--- config.mk ---
export PLATFORM = sky130hd
export DESIGN_NAME = uart_frame_rx
export DESIGN_NICKNAME = d
export VERILOG_FILES = /design/src/rtl/uart_pkg.sv /design/src/rtl/frame_buf.sv /design/src/rtl/uart_frame_rx.sv
export SDC_FILE = /design/constraint.sdc
export NUM_CORES = 1
export LEC_CHECK = 0
export CELL_PAD_IN_SITES_DETAIL_PLACEMENT = 0
export CELL_PAD_IN_SITES_GLOBAL_PLACEMENT = 1
export CORE_ASPECT_RATIO = 1.2
export CORE_MARGIN = 8
export CORE_UTILIZATION = 50
export CTS_CLUSTER_SIZE = 12
export DETAILED_ROUTE_END_ITERATION = 6
export HOLD_SLACK_MARGIN = 0.1
export PLACE_DENSITY = 0.85
export RECOVER_POWER = 100
export REMOVE_ABC_BUFFERS = 1
export SKIP_CTS_REPAIR_TIMING = 1
export SLEW_MARGIN = 40
export SYNTH_ARGS = -nofsm -noshare
export SYNTH_HDL_FRONTEND = slang
export SYNTH_SLANG_ARGS = --single-unit
--- constraint.sdc ---
create_clock -name clk -period 3.2 [get_ports clk]
set_input_delay 0.64 -clock clk [delete_from_list [all_inputs] [get_ports clk]]
set_output_delay 0.64 -clock clk [all_outputs]
set_load 0.02 [all_outputs]
--- src/rtl/uart_pkg.sv ---
// Shared UART definitions: framing FSM encodings, default sync byte and the
// baud constants used by the byte receiver.
package uart_pkg;

  typedef enum logic [2:0] {
    HUNT    = 3'd0,
    GETLEN  = 3'd1,
    PAYLOAD = 3'd2,
    GETCHK  = 3'd3,
    HOLD    = 3'd4
  } frame_state_e;

  localparam logic [7:0] SYNC_BYTE    = 8'hAA;
  localparam int         CLK_HZ       = 50_000_000;
  localparam int         BAUD         = 115_200;
  localparam int         CLKS_PER_BIT = CLK_HZ / BAUD;

endpackage

--- src/rtl/frame_buf.sv ---
// Payload register file: one write port, one registered read port.
module frame_buf #(
  parameter int DEPTH = 16,
  parameter int AW    = (DEPTH > 1) ? $clog2(DEPTH) : 1
) (
  input  logic          clk,
  input  logic          rstn,
  input  logic          we,
  input  logic [AW-1:0] waddr,
  input  logic [7:0]    wdata,
  input  logic [AW-1:0] raddr,
  output logic [7:0]    rdata
);

  // Rounded up to a power of two so every raddr has a slot; unused slots are never written.
  logic [7:0] mem [0:(1<<AW)-1];

  always_ff @(posedge clk) begin
    if (we) mem[waddr] <= wdata;
  end

  always_ff @(posedge clk) begin
    if (!rstn) rdata <= '0;
    else       rdata <= mem[raddr];
  end

endmodule

--- src/rtl/uart_frame_rx.sv ---
// Sync-hunting, length-prefixed frame collector with XOR checksum and a
// valid/ack hold stage feeding a random-access payload read port.
module uart_frame_rx
  import uart_pkg::*;
#(
  parameter int         MAX_LEN = 16,
  parameter logic [7:0] SYNC    = SYNC_BYTE,
  parameter int         TIMEOUT = 50000,
  localparam int        AW      = (MAX_LEN > 1) ? $clog2(MAX_LEN) : 1
) (
  input  logic          clk,
  input  logic          rstn,
  input  logic          rcv,
  input  logic [7:0]    data,
  output logic          frame_valid,
  output logic [7:0]    frame_len,
  input  logic          frame_ack,
  input  logic [AW-1:0] rd_addr,
  output logic [7:0]    rd_data,
  output logic          busy,
  output logic          err_chk,
  output logic          err_len,
  output logic          err_tmo,
  output logic          overrun
);

  localparam int         TW       = $clog2(TIMEOUT);
  localparam logic [TW-1:0] TMO_LAST = TW'(TIMEOUT - 1);
  localparam logic [7:0] LEN_MAX  = 8'(MAX_LEN);

  frame_state_e  state;
  logic [7:0]    len_r, chk_r;
  logic [AW-1:0] idx;
  logic [TW-1:0] tmo;
  logic          we, tmo_hit;

  assign we      = (state == PAYLOAD) && rcv;
  assign tmo_hit = !rcv && (tmo == TMO_LAST);

  frame_buf #(.DEPTH(MAX_LEN), .AW(AW)) u_buf (
    .clk   (clk),
    .rstn  (rstn),
    .we    (we),
    .waddr (idx),
    .wdata (data),
    .raddr (rd_addr),
    .rdata (rd_data)
  );

  always_ff @(posedge clk) begin
    if (!rstn) begin
      state       <= HUNT;
      len_r       <= '0;
      chk_r       <= '0;
      idx         <= '0;
      tmo         <= '0;
      frame_valid <= 1'b0;
      frame_len   <= '0;
      busy        <= 1'b0;
      err_chk     <= 1'b0;
      err_len     <= 1'b0;
      err_tmo     <= 1'b0;
      overrun     <= 1'b0;
    end else begin
      err_chk <= 1'b0;
      err_len <= 1'b0;
      err_tmo <= 1'b0;
      overrun <= 1'b0;
      // busy mirrors the receiving states, so it doubles as the counter enable
      tmo <= (busy && !rcv) ? tmo + 1'b1 : '0;
      unique case (state)
        HUNT: begin
          if (rcv && data == SYNC) begin
            state <= GETLEN;
            busy  <= 1'b1;
          end
        end
        GETLEN: begin
          if (rcv) begin
            if (data == 8'd0 || data > LEN_MAX) begin
              err_len <= 1'b1;
              state   <= HUNT;
              busy    <= 1'b0;
            end else begin
              len_r <= data;
              chk_r <= data;
              idx   <= '0;
              state <= PAYLOAD;
            end
          end else if (tmo_hit) begin
            err_tmo <= 1'b1;
            state   <= HUNT;
            busy    <= 1'b0;
          end
        end
        PAYLOAD: begin
          if (rcv) begin
            chk_r <= chk_r ^ data;
            idx   <= idx + 1'b1;
            if (idx == AW'(len_r - 8'd1)) state <= GETCHK;
          end else if (tmo_hit) begin
            err_tmo <= 1'b1;
            state   <= HUNT;
            busy    <= 1'b0;
          end
        end
        GETCHK: begin
          if (rcv) begin
            busy <= 1'b0;
            if (data == chk_r) begin
              state       <= HOLD;
              frame_valid <= 1'b1;
              frame_len   <= len_r;
            end else begin
              err_chk <= 1'b1;
              state   <= HUNT;
            end
          end else if (tmo_hit) begin
            err_tmo <= 1'b1;
            state   <= HUNT;
            busy    <= 1'b0;
          end
        end
        HOLD: begin
          overrun <= rcv;
          if (frame_ack) begin
            state       <= HUNT;
            frame_valid <= 1'b0;
          end
        end
        default: begin
          state <= HUNT;
          busy  <= 1'b0;
        end
      endcase
    end
  end

endmodule

==> results.py <==
metrics = {
    "logic_synthesis": {
        "synth-simple-area-share": 0.09594,
        "ys.flop_type": "edfxtp_1",
        "avgSynthCellArea_um2": 14.49,
        "synth_compound_area_frac": 0.05636,
        "yosysUniqueCellTypes": 47,
        "yosys-top-cells-area": "edfxtp_1 50%, dfxtp_1 16%, mux4_2 9.4%, mux2i_1 3.4%, xor2_1 2.2%",
        "synth_area_leader_cell": "edfxtp_1",
        "synthMuxAreaShare": 0.1292,
        "synth_async_sr_flop_share": 0,
        "yosysWarnings": 0,
        "synth_top_cell_area_share": 0.5004,
        "synth-edff-count": 128,
        "synth_seq_cells": 189,
        "synthCells": 530,
        "synthAdderAreaFrac": 0.009774,
        "synth_xor_area_frac": 0.02737,
        "synth_top_family_by_area": "multiplexers",
        "ys_seq_area_frac": 0.6594,
        "synth_area_um2": 7681,
    },
    "global_route": {
        "antenna_found_initial": 0,
        "overflow": 0,
        "grt_pass1_vias": 4642,
        "grt_max_degree": 33,
        "track_usage": 0.1765,
        "grt_pass1_wl_um": 25480,
    },
    "sta": {
        "finalSetupViolCount": 0,
        "clock_skew_ns": 0.008418,
        "finalMaxSlewViolations": 0,
        "fin_setup_tns_ns": 0,
        "finalHoldViolations": 0,
        "worstMarginPinSlew_ns": 0.9645,
        "fin_crit_ns": 2.710,
        "fmax_mhz": 368.9,
        "hold_ws_ns": 0.4448,
        "rsz0062_at_grt": "false",
        "maxSlewHeadroom": 0.3570,
        "fin_crit_sh": 0.8470,
    },
    "run": {
        "drv_cap": 0,
    },
    "worst_setup_path": {
        "path_class": "input port to flip-flop",
        "path_cells": "dlygate4sd3_1, and4bb_1, nand2_1, nor2_1, clkbuf_1",
        "crit_buf_inv": 2,
        "cp.arrival_ns": 2.77,
        "crit_path_end_kind": "flip-flop",
        "critical_path_required_ns": 3.26,
        "max_stage_delay_ns": 0.71,
        "crit_fanout": 21,
        "cp_slowest_cell": "and4bb_1",
        "critical_path.top_delay_family": "simple AND/OR/NAND/NOR gates",
        "start_kind": "input port",
    },
    "clocking": {
        "clk_latency_ns": 0.43,
        "ctsLongestPathBuffers": 2,
        "cts_buffers": 17,
        "clk_pin_slew_ns": 0.06,
        "clock-sinks": 189,
        "cts_tree": "yes",
        "clockRootBuffer": "clkbuf_16",
        "htreeDepth": 4,
    },
    "route": {
        "drc": 0,
        "first_pass_iters": 5,
        "drt_wl_total_um": 16160,
        "wl_per_cell_um": 20.05,
        "num_vias": 4591,
        "first_iter_violations": 437,
        "vias_per_cell": 5.696,
        "ant_nets": 0,
    },
    "power": {
        "powerDensity_nw_per_um2": 540.5,
        "power.total_w": 0.004824,
        "p_seq_frac": 0.542,
        "power_switching_share": 0.2052,
        "internal_power_w": 0.003834,
        "power.leakage_nw": 2.971,
        "ir_drop_mv": 0.2399,
        "power.share.clock": 0.415,
        "pwr-share-comb": 0.043,
        "power_switching_w": 0.0009899,
    },
    "floorplanning": {
        "die-area_um2": 19600,
        "rows": 49,
        "placeableCoreArea_um2": 15020,
        "die_y_um": 151.8,
        "chipWidth_um": 129.1,
        "ioPinCount": 38,
        "start_util": 0.5114,
    },
    "place": {
        "portBuffers": 37,
        "dpl.hpwl_um": 10450,
        "place_congestion": 0.8207,
    },
    "worst_hold_path": {
        "hold_path_class": "flip-flop to flip-flop",
    },
    "final_layout": {
        "final_cell_mix": "128 x edfxtp_1, 61 x dfxtp_1, 36 x nand2_1",
        "antenna_cells": 0,
        "final_common_cell": "edfxtp_1",
        "drive_above_1_share": 0.1362,
        "final_nets": 612,
        "area_growth_pct": 16.21,
    },
    "outcome": {
        "status": "finished clean",
    },
}
[area by class of cell]
| cell class | instances | area [um2] |
|---|---|---|
| clock buffers | 19 | 432.9 |
| clock inverters | 12 | 121.4 |
| fillers | 1181 | 6095 |
| inverters | 12 | 45.04 |
| multi-input cells | 300 | 2447 |
| flip-flops and latches | 189 | 5065 |
| well taps | 204 | 255.2 |
| repair buffers | 70 | 559.3 |
[sequential cells by signal, summed over array words and instances, names as in the netlist, 3 cells and up]
name,cells
u_buf.mem,128
tmo,16
chk_r,8
frame_len,8
len_r,8
u_buf.rdata,8
idx,4
state,3
[worst reg2reg max path: stages, from the launching register on]
cell      delay [ns]
dfxtp_1         0.45
and4bb_1        0.85
nand2_1         0.23
nor2_1          0.13
clkbuf_1        0.51
[cells by family after synthesis]
logic type,count (synthesis)
multiplexers,59
flip-flops,189
AO/OA/AOI/OAI,70
XOR/XNOR,24
AND/OR/NAND/NOR,141
buffers and inverters,41
adder cells (fa/ha/maj),6
[final timing paths]
| path | start | endpoint | slack [ns] | cells after the start |
|---|---|---|---|---|
| worst max-delay path | rcv | u_buf.mem[5][7]$_DFFE_PP_ | 0.49 | 5 |
| worst min-delay path | tmo[0]$_SDFF_PN0_ | tmo[0]$_SDFF_PN0_ | 0.44 | 1 |
| worst max register to register | state[0]$_SDFFE_PN0P_ | u_buf.mem[5][7]$_DFFE_PP_ | 0.66 | 4 |
| worst min register to register | tmo[0]$_SDFF_PN0_ | tmo[0]$_SDFF_PN0_ | 0.44 | 1 |
[power by group through the flow]
stage | logic, W | clock network [W] | registers, W
final | 0.000209 | 0.00200 | 0.00261
after global routing | 0.000225 | 0.00212 | 0.00261
after CTS | 0.000225 | 0.00204 | 0.00261
after detailed placement | 0.000223 | 0 | 0.00267
after global placement | 0.000217 | 0 | 0.00267
after floorplan | 0.0000746 | 0 | 0.00268
[cell usage after synthesis, types with 2 or more instances]
cell type  instances
a211oi_1           2
a21oi_1           18
a311oi_1           2
a31oi_1            6
and2_1             2
and3_1             8
and4_1             3
and4bb_2           3
buf_1              2
buf_2             12
clkbuf_1          15
dfxtp_1           61
edfxtp_1         128
ha_1               6
inv_1             12
mux2i_1           26
mux4_2            32
nand2_1           36
nand2b_1           6
nand3_1           20
nand4_1            6
nor2_1            32
nor3_1             5
nor4_1             3
nor4b_1            4
o211ai_1           5
o21a_1             2
o21ai_0           15
o22ai_1            9
o31ai_1            3
or2_2              4
or3_1              3
or4_1              3
xnor2_1            5
xor2_1            19
[per-stage QoR]
stage,cell area (um2),std cells,util,setup WS [ns]
detailed placement,8438,775,0.5618,0.3561
CTS,8992,806,0.5987,0.8041
global placement,8438,775,0.5618,0.4136
floorplan,7557,501,-,0.9551
global route,8926,806,0.5943,0.3356
finish,8926,806,0.5943,0.4896
[metal layers]
layer,vias to the layer above,part of all wire,global-route usage
met1,2316,0.40,0.2031
met2,108,0.53,0.3091
met3,25,0.046,0.03782
met4,0,0.021,0.08064
li1,2142,-,-
met5,-,0,0
(Power assumes the default switching activity.)
